**config.mk**
```make
export PLATFORM = sky130hd
export DESIGN_NAME = pipelined_adder
export DESIGN_NICKNAME = d
export VERILOG_FILES = /design/src/rtl/adder_pkg.sv /design/src/rtl/adder_slice_stage.sv /design/src/rtl/pipelined_adder.sv
export SDC_FILE = /design/constraint.sdc
export NUM_CORES = 1
export LEC_CHECK = 0
export ABC_AREA = 0
export BUFFER_PORTS_ARGS = -buffer_cell sky130_fd_sc_hd__buf_2
export CAP_MARGIN = 20
export CORE_ASPECT_RATIO = 0.6
export CORE_MARGIN = 1
export CORE_UTILIZATION = 52
export CTS_CLUSTER_SIZE = 28
export DETAILED_ROUTE_END_ITERATION = 10
export PLACE_DENSITY_LB_ADDON = 0.05
export SYNTH_ARGS = -nofsm -noshare
export SYNTH_HDL_FRONTEND = slang
export SYNTH_HIERARCHICAL = 1
export SYNTH_SLANG_ARGS = --single-unit
```
**constraint.sdc**
```tcl
create_clock -name clk -period 1.5 [get_ports clk]
set_input_delay 0.075 -clock clk [delete_from_list [all_inputs] [get_ports clk]]
set_output_delay 0.075 -clock clk [all_outputs]
set_load 0.02 [all_outputs]
```
**src/rtl/adder_pkg.sv**
```systemverilog
// ---------------------------------------------------------------------------
// adder_pkg
//   Shared types and elaboration-time helpers for the pipelined add/subtract
//   unit.
//   - op_e      : operation select (add / subtract)
//   - cfg_ok()  : true when WIDTH is a positive multiple of CHUNK
//   - n_stages(): number of pipeline stages for a WIDTH/CHUNK pair
// ---------------------------------------------------------------------------
package adder_pkg;

  typedef enum logic {
    OP_ADD = 1'b0,
    OP_SUB = 1'b1
  } op_e;

  function automatic bit cfg_ok(input int width, input int chunk);
    return (chunk > 0) && (width >= chunk) && ((width % chunk) == 0);
  endfunction

  function automatic int n_stages(input int width, input int chunk);
    return width / chunk;
  endfunction

endpackage

```
**src/rtl/adder_slice_stage.sv**
```systemverilog
// ---------------------------------------------------------------------------
// adder_slice_stage
//   One pipeline stage of the pipelined adder. Resolves the CHUNK-bit slice
//   number IDX using the carry handed over by the previous stage, then
//   registers the beat.
//
//   Payload layout (LSB first), input side:
//     [RES_IN-1:0]                    result bits already resolved
//     [RES_IN +: OPR_IN]              remaining B bits (already inverted for sub)
//     [RES_IN+OPR_IN +: OPR_IN]       remaining A bits
//   Output side is the same layout with one slice moved from the operand
//   fields into the result field, so the payload narrows by CHUNK bits per
//   stage and the last stage carries exactly the WIDTH-bit result.
//
// Ports
//   clk, rst     clock, async active-high reset
//   load_i       upstream beat transfers into this stage this cycle
//   adv_i        this stage's beat moves downstream this cycle
//   payload_i    upstream payload (PI_W bits)
//   carry_i      carry into this slice
//   op_i         operation of the upstream beat
//   valid_o      stage holds a beat
//   payload_o    registered payload (PO_W bits)
//   carry_o      registered carry out of this slice
//   op_o         registered operation
// ---------------------------------------------------------------------------
module adder_slice_stage
  import adder_pkg::*;
#(
  parameter int WIDTH = 16,
  parameter int CHUNK = 4,
  parameter int IDX   = 0,
  localparam int RES_IN  = IDX * CHUNK,
  localparam int OPR_IN  = WIDTH - RES_IN,
  localparam int RES_OUT = RES_IN + CHUNK,
  localparam int OPR_OUT = OPR_IN - CHUNK,
  localparam int PI_W    = 2 * OPR_IN + RES_IN,
  localparam int PO_W    = 2 * OPR_OUT + RES_OUT
) (
  input  logic            clk,
  input  logic            rst,
  input  logic            load_i,
  input  logic            adv_i,
  input  logic [PI_W-1:0] payload_i,
  input  logic            carry_i,
  input  op_e             op_i,
  output logic            valid_o,
  output logic [PO_W-1:0] payload_o,
  output logic            carry_o,
  output op_e             op_o
);

  logic [CHUNK-1:0] a_lo;
  logic [CHUNK-1:0] b_lo;
  logic [CHUNK:0]   slice_sum;
  logic [PO_W-1:0]  payload_d;
  logic [PO_W-1:0]  payload_q;
  logic             valid_d;
  logic             valid_q;
  logic             carry_q;
  op_e              op_q;

  assign a_lo      = payload_i[RES_IN + OPR_IN +: CHUNK];
  assign b_lo      = payload_i[RES_IN +: CHUNK];
  assign slice_sum = {1'b0, a_lo} + {1'b0, b_lo} + {{CHUNK{1'b0}}, carry_i};

  // Rebuild the payload bit by bit; loops with zero trip count cover the
  // first stage (no resolved bits yet) and the last (no operand bits left).
  always_comb begin
    payload_d = '0;
    for (int i = 0; i < OPR_OUT; i++) begin
      payload_d[RES_OUT + OPR_OUT + i] = payload_i[RES_IN + OPR_IN + CHUNK + i];
      payload_d[RES_OUT + i]           = payload_i[RES_IN + CHUNK + i];
    end
    for (int i = 0; i < CHUNK; i++) begin
      payload_d[RES_IN + i] = slice_sum[i];
    end
    for (int i = 0; i < RES_IN; i++) begin
      payload_d[i] = payload_i[i];
    end
  end

  // A load only happens when this stage is empty or draining, so load wins.
  assign valid_d = load_i | (valid_q & ~adv_i);

  always_ff @(posedge clk or posedge rst) begin
    if (rst) begin
      valid_q   <= 1'b0;
      payload_q <= '0;
      carry_q   <= 1'b0;
      op_q      <= OP_ADD;
    end else begin
      valid_q <= valid_d;
      if (load_i) begin
        payload_q <= payload_d;
        carry_q   <= slice_sum[CHUNK];
        op_q      <= op_i;
      end
    end
  end

  assign valid_o   = valid_q;
  assign payload_o = payload_q;
  assign carry_o   = carry_q;
  assign op_o      = op_q;

endmodule

```
**src/rtl/pipelined_adder.sv**
```systemverilog
// ---------------------------------------------------------------------------
// pipelined_adder
//   Pipelined add/subtract unit, one register stage per CHUNK-bit slice of
//   the carry chain (STAGES = WIDTH/CHUNK). Latency STAGES, 1 beat/cycle.
//   Subtraction is a + ~b + ~cin; the final carry is inverted into a borrow.
//
//   Handshake: a beat transfers on a side when valid & ready are both high
//   in the same cycle. Once out_valid rises it stays high with stable
//   sum/cout until out_ready accepts it. in_ready may depend combinationally
//   on out_ready through the stage advance chain.
//
// Ports
//   clk, rst            clock, async active-high reset
//   in_valid/in_ready   input handshake
//   a, b, cin, op_sub   operands, carry/borrow in, 0=add 1=sub
//   out_valid/out_ready output handshake
//   sum, cout           result mod 2^WIDTH, carry-out (add) / borrow-out (sub)
//   busy                any stage holds a beat
// ---------------------------------------------------------------------------
module pipelined_adder
  import adder_pkg::*;
#(
  parameter int WIDTH = 16,
  parameter int CHUNK = 4
) (
  input  logic             clk,
  input  logic             rst,
  input  logic             in_valid,
  output logic             in_ready,
  input  logic [WIDTH-1:0] a,
  input  logic [WIDTH-1:0] b,
  input  logic             cin,
  input  logic             op_sub,
  output logic             out_valid,
  input  logic             out_ready,
  output logic [WIDTH-1:0] sum,
  output logic             cout,
  output logic             busy
);

  localparam int STAGES = n_stages(WIDTH, CHUNK);

  if (!cfg_ok(WIDTH, CHUNK)) begin : g_bad_cfg
    $fatal(1, "pipelined_adder: WIDTH must be a positive multiple of CHUNK");
  end

  op_e              op_in;
  logic [WIDTH-1:0] b_eff;
  logic             cin_eff;
  logic             in_fire;
  logic [STAGES-1:0] valid;

  assign op_in   = op_e'(op_sub);
  assign b_eff   = (op_in == OP_SUB) ? ~b : b;
  assign cin_eff = (op_in == OP_SUB) ? ~cin : cin;
  assign in_fire = in_valid & in_ready;

  for (genvar k = 0; k < STAGES; k++) begin : g_stage
    localparam int PI_W = 2 * (WIDTH - k * CHUNK) + k * CHUNK;
    localparam int PO_W = 2 * (WIDTH - (k + 1) * CHUNK) + (k + 1) * CHUNK;

    logic [PI_W-1:0] pin;
    logic [PO_W-1:0] pout;
    logic            carry_in_s;
    op_e             op_in_s;
    logic            load_s;
    logic            valid_s;
    logic            adv_s;
    logic            carry_s;
    op_e             op_s;

    if (k == 0) begin : g_first
      assign pin        = {a, b_eff};
      assign carry_in_s = cin_eff;
      assign op_in_s    = op_in;
      assign load_s     = in_fire;
    end else begin : g_next
      assign pin        = g_stage[k-1].pout;
      assign carry_in_s = g_stage[k-1].carry_s;
      assign op_in_s    = g_stage[k-1].op_s;
      assign load_s     = g_stage[k-1].adv_s;
    end

    // A stage moves on when it is full and the next one is empty or moving.
    if (k == STAGES - 1) begin : g_last_adv
      assign adv_s = valid_s & out_ready;
    end else begin : g_mid_adv
      assign adv_s = valid_s & (~g_stage[k+1].valid_s | g_stage[k+1].adv_s);
    end

    adder_slice_stage #(
      .WIDTH (WIDTH),
      .CHUNK (CHUNK),
      .IDX   (k)
    ) u_stage (
      .clk       (clk),
      .rst       (rst),
      .load_i    (load_s),
      .adv_i     (adv_s),
      .payload_i (pin),
      .carry_i   (carry_in_s),
      .op_i      (op_in_s),
      .valid_o   (valid_s),
      .payload_o (pout),
      .carry_o   (carry_s),
      .op_o      (op_s)
    );

    assign valid[k] = valid_s;
  end

  assign in_ready  = ~g_stage[0].valid_s | g_stage[0].adv_s;
  assign out_valid = g_stage[STAGES-1].valid_s;
  assign sum       = g_stage[STAGES-1].pout;
  // For subtraction a carry out of a + ~b + ~cin means "no borrow".
  assign cout      = g_stage[STAGES-1].carry_s ^ (g_stage[STAGES-1].op_s == OP_SUB);
  assign busy      = |valid;

endmodule

```
==> summary.txt, run 1 <==
Outcome
  – Status: complete, but fails checks
  – Failing checks: negative setup slack

Critical path
  – Setup CP Type: register to register
  – Worst EP arrival: 1.86 ns
  – Top cell by count, worst path: buf_12
  – Crit. End Element: register
  – Crit path max-delay cell type: dfrtp_2
  – Max incr delay on CP: 0.41 ns
  – Startpoint Class: register
  – CP Max Fanout: 10
  – Required @ worst endpoint: 1.72 ns
  – Flop2flop setup slack: -0.13 ns
  – CP Cell Sequence: and4b_2 -> a21boi_4 -> buf_12 -> buf_12 -> nand2b_1 -> o311a_1 -> o311ai_1

Cells and area
  – Final core occ: 0.731
  – Final std cells w/o fill: 565
  – Ant. Diodes: 0
  – Share of cells above drive strength 1: 0.510
  – Layout filler cell count: 580
  – Area grow syn2layout: 33.6%
  – Design area: 0.00635 mm^2
  – Nets@finish: 506

Timing
  – Slew Limit Fails: 0
  – Post-layout min period: 1.63 ns
  – TNS Setup: -3.78 ns
  – RSZ-0062 raised after global routing: true
  – Final WS setup: -0.130 ns
  – Setup violators final: 66
  – Final hold violation count: 0
  – Slew @ Worst Pin: 0.594 ns
  – Fin crit share: 1.09
  – Clock Skew: 0.00754 ns
  – Achievable Freq: 0.613 GHz
  – Worst relative slew slack: 0.604

Power and ir drop
  – Pwr Density: 2360 mW/mm^2
  – Static Leak: 3.10 nW
  – Peak VDD IR: 1080 uV

Synthesis
  – Avg Inst Size Synth: 14.4 um^2
  – Mux cell area share after synthesis: 0.232
  – Synthesized instance count: 330
  – Sequential area share after synthesis: 0.526
  – Syn Nets: 388
  – Yosys reg bits: 100
  – XOR/XNOR Fraction of Synth Area: 0.0405
  – Synth Cell Area: 0.00475 mm^2
  – Largest family of logic cells by synthesized area: multiplexers
  – Adder-Cell Fraction of Synth Area: 0.0653
  – Synth Area in Simple Gates: 0.0408
  – YS warnings: 6
  – Complex-gate fraction of the synthesized area: 0.0455
  – Synth unique cells: 28

Floorplanning
  – Chip width: 125 um
  – I/O pin count: 58
  – Die Span Y: 76.1 um
  – Initial Utilization: 0.547
  – Standard-cell rows: 26
  – Die area: 0.00954 mm^2
  – Core ar.: 0.00869 mm^2

Placed design
  – Placed insts: 515
  – Gpl congestion: 0.745
  – DP Worst Slack: -0.126 ns
  – HPWL after DPL: 6.27 mm
  – Cell Area, Placed: 0.00537 mm^2
  – Port buffer count: 57

Flow run
  – Max cap viols: 0

Routing
  – Detailed-route DRC error count: 0
  – DR vias: 2,905
  – DRT Pass-1 Iters: 6
  – DR iter-0 viols: 105
  – Via/cell ratio: 5.14
  – Antenna viol nets, final: 0
  – Overall routed net length: 9.60 mm
  – Routed wire per std cell: 17.0 um

Clock network
  – Root Driver: clkbuf_16
  – Clk_lat worst skew: 0.35 ns
  – Worst-path clk slew: 0.07 ns
  – CTS Buf Count: 9
  – Sink Count: 100
  – CTS tree: yes
  – H-Tree Depth: 3
  – Max clock buf depth: 2

Global route
  – Pin count of the biggest net entering global routing: 32
  – Vias in the first global route: 3,071
  – Total grt overflow: 0
  – Total track usage: 0.223
  – Initial antenna violation count: 0
  – First-pass GRT wire length: 16.2 mm

Hold path
  – HP Class: primary input to register
==> worst max-delay path: cells and delay by family (launching register included) <==
kind,cells,cell delay [ns]
compound gates,3,0.43
flops,1,0.41
simple gates,2,0.37
buf+inv,2,0.29
==> cell families (layout without fill, tap and decap cells) <==
| group | after synthesis | in the layout |
|---|---|---|
| DFF | 100 | 100 |
| muxes | 85 | 85 |
| AOI/OAI and AO/OA | 30 | 30 |
| and+or+nand+nor | 32 | 32 |
| xor gates and xnor gates | 22 | 22 |
| buffers and inverters | 41 | 164 |
| adders and majority gates | 20 | 20 |
==> Yosys cell counts <==
cell type / n / area [um^2]
mux2_2: 45 / 507
buf_4: 6 / 45.0
a21boi_0: 2 / 15.0
xnor2_1: 4 / 35.0
and4b_2: 1 / 11.3
a21o_1: 8 / 60.1
buf_6: 8 / 90.1
nand4b_1: 4 / 35.0
nand2b_1: 4 / 25.0
nor2_1: 7 / 26.3
mux2_4: 39 / 586
nand3b_1: 4 / 30.0
fa_1: 8 / 160
a21oi_1: 3 / 15.0
and2_1: 1 / 6.26
ha_1: 12 / 150
a31oi_1: 5 / 31.3
or4_1: 1 / 7.51
xor2_1: 18 / 158
inv_1: 27 / 101
nand2_1: 4 / 15.0
nand2_2: 1 / 6.26
o311a_1: 4 / 40.0
o21ai_0: 4 / 20.0
nor2b_1: 5 / 31.3
mux2i_1: 1 / 10.0
o311ai_1: 4 / 35.0
dfrtp_1: 100 / 2500
==> power breakdown <==
| part | leakage [nW] | internal (mW) | switching (mW) | total [mW] |
|---|---|---|---|---|
| registers | 1.16 | 3.97 | 0.806 | 4.78 |
| clock network | 0.169 | 1.68 | 1.01 | 2.69 |
| logic | 1.77 | 4.59 | 2.96 | 7.55 |
==> layout by cell type, fill, tap and decap left out, types with 6 or more instances in the layout <==
| cell type | instances |
|---|---|
| buf_4 | 24 |
| mux2_2 | 19 |
| buf_2 | 56 |
| dlygate4sd3_1 | 13 |
| a21o_1 | 8 |
| mux2_4 | 65 |
| ha_1 | 12 |
| clkbuf_16 | 12 |
| xor2_1 | 17 |
| dfrtp_1 | 99 |
| buf_12 | 9 |
| inv_1 | 24 |
| buf_6 | 12 |
| nor2_1 | 7 |
| fa_2 | 6 |
==> metal layers <==
metal | wire [um] | global-route usage | share of wire | up-vias
li1 | - | - | - | 1372
met2 | 4460 | 0.343 | 0.46 | 49
met4 | 117 | 0.0683 | 0.012 | 0
met3 | 325 | 0.0625 | 0.034 | 11
met1 | 4690 | 0.308 | 0.49 | 1473
met5 | 0 | 0 | 0 | -
==> area by class of cell <==
| type | count | area [um^2] | area share |
|---|---|---|---|
| Clock inverter | 6 | 111 | 0.0175 |
| Inverter | 27 | 101 | 0.0160 |
| Sequential cell | 100 | 2500 | 0.394 |
| Timing Repair Buffer | 121 | 1050 | 0.166 |
| Clock buffer | 10 | 239 | 0.0376 |
| Tap cell | 112 | 140 | 0.0221 |
| Multi-Input combinational cell | 189 | 2200 | 0.347 |
==> registers in the layout, summed over array words and instances, names as in the netlist <==
signal                     flops
g_stage.u_stage/op_o           4
g_stage.u_stage/carry_o        4
g_stage.u_stage/valid_o        4
g_stage.u_stage/payload_o     88
==> through the flow <==
step	total power, mW	hold WS, ns
2_1_floorplan	8.92	0.0261
3_5_place_dp	10.5	0.175
6_report	15.0	0.127
4_1_cts	14.0	0.121
5_1_grt	16.0	0.120
3_3_place_gp	10.4	0.178
==> what timing repair did <==
action | in CTS | in global routing
pin swaps | 5 | 1
endpoints found under the setup margin | 56 | 81
endpoints found under the hold margin | 106 | 0
setup buffers | 4 | 13
cloned | 2 | 3
hold buffers | 13 | 0
gates resized for setup | 44 | 30
==> path summary, 6_finish.rpt <==
kind	start	end	depth (start not counted)
max	g_stage[3].u_stage/valid_o$_DFF_PP0_	g_stage[0].u_stage/payload_o[3]$_DFFE_PP0P_	7
min	b[10]	g_stage[0].u_stage/payload_o[10]$_DFFE_PP0P_	3
max reg2reg	g_stage[3].u_stage/valid_o$_DFF_PP0_	g_stage[0].u_stage/payload_o[3]$_DFFE_PP0P_	7
min reg2reg	g_stage[3].u_stage/payload_o[10]$_DFFE_PP0P_	g_stage[3].u_stage/payload_o[10]$_DFFE_PP0P_	1
max in group asynchronous	rst	g_stage[3].u_stage/payload_o[1]$_DFFE_PP0P_	4
min in group asynchronous	rst	g_stage[2].u_stage/payload_o[3]$_DFFE_PP0P_	4
No activity file was read; power rests on OpenSTA's default activity.
==> run 2: changes to the inputs <==
Settings changed: SYNTH_HIERARCHICAL 1 to default.
==> run 2 against run 1 <==
  * The run still ends with negative setup slack left
  * Maximum frequency is essentially flat
  * Highest routed layer unchanged
  * Via count shrank 7.6%
  * Sequential power shrank 13%
  * Synthesized cell count shrank 2.1%
  * Count of clock-buffer cells in the layout shrank 1
  * Synthesized area shrank 7.6%
  * Clock power grew 9.3%
  * Sequential share of layout area grew 4.1 points
  * Utilization shrank 1.6 points
==> summary.txt, run 2 <==
Timing
  – Clock Skew: 0.00687 ns (was 0.00754 ns)
  – RSZ-0062 raised after global routing: true (unchanged)
  – Setup violators final: 34 (was 66)
  – Post-layout min period: 1.63 ns (about the same)
  – Slew Limit Fails: 0 (unchanged)
  – Fin crit share: 1.09 (about the same)
  – Slew @ Worst Pin: 0.530 ns (was 0.594 ns)
  – Worst relative slew slack: 0.647 (was 0.604)
  – Final hold violation count: 0 (unchanged)
  – Final WS setup: -0.129 ns (was -0.130 ns)
  – Achievable Freq: 0.614 GHz (was 0.613 GHz)

Routing
  – Detailed-route DRC error count: 0 (unchanged)
  – DR vias: 2,685 (was 2,905)
  – Via/cell ratio: 5.08 (was 5.14)
  – Routed wire per std cell: 15.9 um (was 17.0 um)
  – Antenna viol nets, final: 0 (unchanged)
  – DR iter-0 viols: 115 (was 105)
  – Overall routed net length: 8.41 mm (was 9.60 mm)
  – DRT Pass-1 Iters: 4 (was 6)

Cells and area
  – Share of cells above drive strength 1: 0.477 (was 0.510)
  – Final core occ: 0.715 (was 0.731)
  – Leading cell type in the layout, fill and taps excluded: dfrtp_1 (unchanged)
  – Ant. Diodes: 0 (unchanged)
  – Most frequent cells in the layout: 98 x dfrtp_1, 56 x buf_2, 55 x mux2_2 (was 99 x dfrtp_1, 65 x mux2_4, 56 x buf_2)
  – Area grow syn2layout: 30.9% (was 33.6%)
  – Number of flip-flops under the largest register name: 88 (unchanged)
  – Nets@finish: 474 (was 506)

Critical path
  – Startpoint Class: register (unchanged)
  – Worst EP arrival: 1.86 ns (about the same)
  – Top cell by count, worst path: fa_2 (was buf_12)
  – Setup CP Type: register to register (unchanged)
  – Crit. End Element: register (unchanged)
  – Required @ worst endpoint: 1.73 ns (was 1.72 ns)
  – CP Max Fanout: 2 (was 10)
  – CP Cell Sequence: fa_2 -> fa_2 -> a21o_1 -> a21oi_1 -> o21ai_1 (was and4b_2 -> a21boi_4 -> buf_12 -> buf_12 -> nand2b_1 -> o311a_1 -> o311ai_1)
  – Worst R2R Path Depth: 5 (was 7)
  – Crit path max-delay cell type: dfrtp_1 (was dfrtp_2)
  – Max incr delay on CP: 0.41 ns (about the same)

Global route
  – Pin count of the biggest net entering global routing: 101 (was 32)
  – Total track usage: 0.197 (was 0.223)
  – Initial antenna violation count: 0 (unchanged)
  – First-pass GRT wire length: 12.8 mm (was 16.2 mm)
  – Vias in the first global route: 2,660 (was 3,071)
  – Total grt overflow: 0 (unchanged)

Clock network
  – Worst-path clk slew: 0.06 ns (was 0.07 ns)
  – Sink Count: 100 (unchanged)
  – CTS tree: yes (unchanged)
  – CTS Buf Count: 9 (unchanged)
  – H-Tree Depth: 3 (unchanged)
  – Clk_lat worst skew: 0.35 ns (about the same)
  – Max clock buf depth: 2 (unchanged)
  – Root Driver: clkbuf_16 (unchanged)

Placed design
  – DP Worst Slack: -0.256 ns (was -0.126 ns)
  – HPWL after DPL: 4.90 mm (was 6.27 mm)
  – Port buffer count: 57 (unchanged)
  – Gpl congestion: 0.745 (about the same)

Synthesis
  – Synth area leaders: dfrtp_1 57%, mux2_2 15%, fa_1 3.6%, ha_1 3.4%, o21ai_0 2.6% (was dfrtp_1 53%, mux2_4 12%, mux2_2 11%, fa_1 3.4%, xor2_1 3.3%)
  – Synth Cell Area: 0.00439 mm^2 (was 0.00475 mm^2)
  – Fraction of registers with async set/reset: 1.00 (unchanged)
  – Post-synth top cells: 100 x dfrtp_1, 59 x mux2_2, 27 x nand2_1, 23 x o21ai_0, 13 x xor2_1 (was 100 x dfrtp_1, 45 x mux2_2, 39 x mux2_4, 27 x inv_1, 18 x xor2_1)
  – Avg Inst Size Synth: 13.6 um^2 (was 14.4 um^2)
  – Yosys reg bits: 100 (unchanged)
  – Syn Nets: 381 (was 388)
  – Yosys top cell area share: 0.569 (was 0.526)
  – Synth unique cells: 28 (unchanged)
  – Sequential area share after synthesis: 0.569 (was 0.526)
  – Largest area contributor in the netlist: dfrtp_1 (unchanged)
  – Count leader, synth: dfrtp_1 (unchanged)
  – Top FF cell, synth: dfrtp_1 (unchanged)
  – Synthesized instance count: 323 (was 330)
  – YS warnings: 0 (was 6)
  – Number of synthesized flops with an enable pin: 0 (unchanged)

Power and ir drop
  – Static Leak: 2.69 nW (was 3.10 nW)
  – Pwr Density: 1810 mW/mm^2 (was 2360 mW/mm^2)
  – Peak VDD IR: 768 uV (was 1080 uV)

Floorplanning
  – I/O pin count: 58 (unchanged)
  – Chip width: 121 um (was 125 um)
  – Standard-cell rows: 25 (was 26)
  – Die area: 0.00883 mm^2 (was 0.00954 mm^2)
  – Core ar.: 0.00804 mm^2 (was 0.00869 mm^2)
  – Initial Utilization: 0.547 (about the same)
  – Die Span Y: 73.2 um (was 76.1 um)

Outcome
  – Failing checks: negative setup slack (unchanged)
  – Status: complete, but fails checks (unchanged)

Hold path
  – Hold depth: 3 (unchanged)
  – HP Class: primary input to register (unchanged)

Flow run
  – Max cap viols: 0 (unchanged)
[run 2: power by group]
part | switching (mW) | internal [mW]
Combinational | 1.53 | 1.76
Clock | 0.981 | 1.96
Sequential | 0.539 | 3.63
[run 2: cells by family after synthesis]
group                      Yosys count  synth area share
muxes                               69             0.177
DFF                                100             0.569
buffers and inverters               25            0.0296
adders and majority gates           20            0.0706
AOI/OAI and AO/OA                   44            0.0589
xor gates and xnor gates            25            0.0498
and+or+nand+nor                     40            0.0447
[run 2: stage by stage]
step / hold slack (ns) / cell area, um^2 / instances / setup TNS (ns) / power, mW
floorplan: 0.183 / 4460 / 323 / -0.832 / 6.18
global placement: 0.266 / 4920 / 487 / -0.859 / 6.93
detailed placement: 0.273 / 4920 / 487 / -1.26 / 7.07
CTS: 0.00693 / 5520 / 521 / -0.676 / 10.2
global route: 0.0218 / 5750 / 529 / -5.12 / 11.0
finish: 0.00404 / 5750 / 529 / -2.13 / 10.4
[run 2: layer usage]
layer	vias to the layer above	GRT usage	wire length (um)
met1	1325	0.262	4030
met2	47	0.310	3860
met3	14	0.0563	336
met4	0	0.0741	180
li1	1299	-	-
met5	-	0	0
[run 2: path summary, 6_finish.rpt]
path	from	endpoint	slack (ns)
max in group asynchronous	rst	g_stage[3].u_stage.valid_o$_DFF_PP0_	0.66
worst min register to register	g_stage[3].u_stage.payload_o[14]$_DFFE_PP0P_	g_stage[3].u_stage.payload_o[14]$_DFFE_PP0P_	0.48
min in group asynchronous	rst	g_stage[3].u_stage.payload_o[13]$_DFFE_PP0P_	0.42
worst max register to register	g_stage[1].u_stage.carry_o$_DFFE_PP0P_	g_stage[2].u_stage.carry_o$_DFFE_PP0P_	-0.13
worst min-delay path	b[15]	g_stage[0].u_stage.payload_o[15]$_DFFE_PP0P_	0.004
worst max-delay path	g_stage[1].u_stage.carry_o$_DFFE_PP0P_	g_stage[2].u_stage.carry_o$_DFFE_PP0P_	-0.13
[run 2: final cells by class]
type                    instances  area [um^2]
clock buffers                   9          225
multi-input cells             198         1910
fillers                       554         2290
inverters                      12         48.8
clock inverters                 7          163
flip-flops and latches        100         2500
well taps                     108          135
repair buffers                 95          768
[run 2: worst max-delay path, delay by kind of cell (launching register included)]
family / cells / cell delay, ns
AOI/OAI and AO/OA: 3 / 0.34
adders and majority gates: 2 / 0.76
DFF: 1 / 0.41
[run 2: timing repair]
action,4_1_cts,5_1_grt
setup endpoints to repair,12,46
pin swaps,8,15
gates cloned,0,4
endpoints found under the hold margin,113,0
hold buffers,14,0
setup buffers,4,4
gates resized for setup,18,37
==> run 3: changes to the inputs <==
--- a/config.mk
+++ b/config.mk
@@ -8,5 +8,4 @@
 export ABC_AREA = 0
 export BUFFER_PORTS_ARGS = -buffer_cell sky130_fd_sc_hd__buf_2
-export CAP_MARGIN = 20
 export CORE_ASPECT_RATIO = 0.6
 export CORE_MARGIN = 1
==> constraint.sdc (replaced) <==
create_clock -name clk -period 1.5 [get_ports clk]
set_input_delay 0.225 -clock clk [delete_from_list [all_inputs] [get_ports clk]]
set_output_delay 0.225 -clock clk [all_outputs]
set_load 0.02 [all_outputs]
==> run 3 against run 2 <==
  * The flow still finishes with violations (negative setup slack)
  * Count of clock-buffer cells in the layout increased by 5
  * First-iteration DRC count shrank 7.0%
  * Flip-flop and latch count unchanged
  * Clock skew down 0.00064 ns
  * Non-clock buffer count rose by 4
  * Largest cell class unchanged
  * Clock power shrank 27%
  * Setup slack got worse by 0.030 ns
  * Via count up 1.5%
  * Register-to-register slack got worse by 0.03 ns
==> summary.txt, run 3 (synthesized netlist as in run 2, its figures left out) <==
Global route
  – Total track usage: 0.200 (was 0.197)
  – Total grt overflow: 0 (unchanged)
  – Initial antenna violation count: 0 (unchanged)
  – Vias in the first global route: 2,575 (was 2,660)
  – First-pass GRT wire length: 12.8 mm (unchanged)
  – Pin count of the biggest net entering global routing: 35 (was 101)

Cells and area
  – Leading cell type in the layout, fill and taps excluded: dfrtp_1 (unchanged)
  – Most frequent cells in the layout: 98 x dfrtp_1, 55 x buf_2, 53 x mux2_2 (was 98 x dfrtp_1, 56 x buf_2, 55 x mux2_2)
  – Final core occ: 0.731 (was 0.715)
  – Design area: 0.00587 mm^2 (was 0.00575 mm^2)
  – Area grow syn2layout: 33.7% (was 30.9%)
  – Number of flip-flops under the largest register name: 88 (unchanged)
  – Nets@finish: 478 (was 474)
  – Share of cells above drive strength 1: 0.544 (was 0.477)
  – Ant. Diodes: 0 (unchanged)

Clock network
  – CTS tree: yes (unchanged)
  – Worst-path clk slew: 0.06 ns (about the same)
  – Clk_lat worst skew: 0.35 ns (about the same)
  – CTS Buf Count: 9 (unchanged)
  – Max clock buf depth: 2 (unchanged)
  – H-Tree Depth: 3 (unchanged)
  – Root Driver: clkbuf_16 (unchanged)
  – Sink Count: 100 (unchanged)

Power and ir drop
  – Final Power: 9.90 mW (was 10.4 mW)
  – Peak VDD IR: 741 uV (was 768 uV)
  – Static Leak: 2.78 nW (was 2.69 nW)
  – Pwr Density: 1690 mW/mm^2 (was 1810 mW/mm^2)

Timing
  – RSZ-0062 raised after global routing: true (unchanged)
  – Final WS setup: -0.159 ns (was -0.129 ns)
  – Clock Skew: 0.00623 ns (was 0.00687 ns)
  – Worst relative slew slack: 0.679 (was 0.647)
  – Setup violators final: 39 (was 34)
  – Fin crit share: 1.11 (was 1.09)
  – Final hold violation count: 0 (unchanged)
  – Slew @ Worst Pin: 0.481 ns (was 0.530 ns)
  – Slew Limit Fails: 0 (unchanged)
  – Post-layout min period: 1.66 ns (was 1.63 ns)
  – Achievable Freq: 0.603 GHz (was 0.614 GHz)
  – WHS: 0.106 ns (was 0.00404 ns)
  – TNS Setup: -3.46 ns (was -2.13 ns)

Critical path
  – CP Depth: 2 (was 5)
  – CP delay by family, top: simple AND/OR/NAND/NOR gates (was adder cells)
  – Startpoint Class: register (unchanged)
  – Required @ worst endpoint: 1.27 ns (was 1.73 ns)
  – Worst EP arrival: 1.43 ns (was 1.86 ns)
  – Crit. End Element: output pin (was register)
  – Max incr delay on CP: 0.51 ns (was 0.41 ns)
  – Crit path max-delay cell type: or4_4 (was dfrtp_1)
  – CP Max Fanout: 3 (was 2)
  – Worst R2R Path Depth: 7 (was 5)
  – Buf/Inv on CP: 1 (was 0)
  – CP Cell Sequence: or4_4 -> buf_6 (was fa_2 -> fa_2 -> a21o_1 -> a21oi_1 -> o21ai_1)
  – Setup CP Type: register to output pin (was register to register)

Routing
  – DR iter-0 viols: 107 (was 115)
  – Overall routed net length: 9.38 mm (was 8.41 mm)
  – Detailed-route DRC error count: 0 (unchanged)
  – DRT Pass-1 Iters: 4 (unchanged)
  – DR vias: 2,724 (was 2,685)
  – Routed wire per std cell: 17.6 um (was 15.9 um)
  – Via/cell ratio: 5.11 (was 5.08)
  – Antenna viol nets, final: 0 (unchanged)

Hold path
  – Hold depth: 2 (was 3)
  – HP Class: primary input to register (unchanged)

Floorplanning
  – Chip width: 121 um (unchanged)
  – Die Span Y: 73.2 um (unchanged)
  – I/O pin count: 58 (unchanged)
  – Initial Utilization: 0.547 (unchanged)
  – Die area: 0.00883 mm^2 (unchanged)
  – Core ar.: 0.00804 mm^2 (unchanged)
  – Standard-cell rows: 25 (unchanged)

Flow run
  – Max cap viols: 0 (unchanged)

Outcome
  – Status: complete, but fails checks (unchanged)
  – Failing checks: negative setup slack (unchanged)

Placed design
  – HPWL after DPL: 5.18 mm (was 4.90 mm)
  – Cell Area, Placed: 0.00498 mm^2 (was 0.00492 mm^2)
  – Gpl congestion: 0.733 (was 0.745)
  – Port buffer count: 57 (unchanged)
-- run 3: repair_timing --
item	4_1_cts	5_1_grt
cloned	0	11
hold buffers	1	0
setup buffers	5	9
pin swaps	8	26
endpoints found under the hold margin	13	0
endpoints found under the setup margin	13	75
gates resized for setup	20	72
-- run 3: metrics by stage --
step	cells	setup WS [ns]
2_1_floorplan	323	-0.438
3_3_place_gp	491	-0.370
3_5_place_dp	491	-0.393
4_1_cts	513	-0.182
5_1_grt	533	-0.228
6_report	533	-0.159
-- run 3: layout make-up --
cell class | count | area [um^2]
clock buffer | 14 | 264
clock inverter | 2 | 10.0
fill | 544 | 2170
inverter | 12 | 48.8
multi-input combinational | 198 | 2010
sequential | 100 | 2500
tap | 108 | 135
timing repair buffer | 99 | 903
-- run 3: layer usage --
| layer | vias to the layer above | wire [um] | track usage |
|---|---|---|---|
| li1 | 1294 | - | - |
| met1 | 1363 | 4460 | 0.262 |
| met2 | 51 | 4340 | 0.315 |
| met3 | 16 | 432 | 0.0750 |
| met4 | 0 | 155 | 0.0535 |
| met5 | - | 0 | 0 |
-- run 3: worst paths after layout --
kind                       slack [ns]                                            to                                          from
hold / removal                   0.11  g_stage[0].u_stage.payload_o[18]$_DFFE_PP0P_                                          a[6]
hold reg to reg                  0.48  g_stage[3].u_stage.payload_o[15]$_DFFE_PP0P_  g_stage[3].u_stage.payload_o[15]$_DFFE_PP0P_
min in group asynchronous        0.45  g_stage[3].u_stage.payload_o[15]$_DFFE_PP0P_                                           rst
setup reg to reg                -0.16  g_stage[0].u_stage.payload_o[16]$_DFFE_PP0P_          g_stage[3].u_stage.valid_o$_DFF_PP0_
max in group asynchronous        0.51          g_stage[2].u_stage.valid_o$_DFF_PP0_                                           rst
setup / recovery                -0.16                                          busy          g_stage[3].u_stage.valid_o$_DFF_PP0_
-- run 3: where the power goes --
part / leakage, nW / switching [mW] / total [mW] / internal (mW)
logic: 1.45 / 1.63 / 3.53 / 1.90
registers: 1.19 / 0.576 / 4.21 / 3.64
clock network: 0.137 / 0.948 / 2.16 / 1.21
total: 2.78 / 3.15 / 9.90 / 6.75
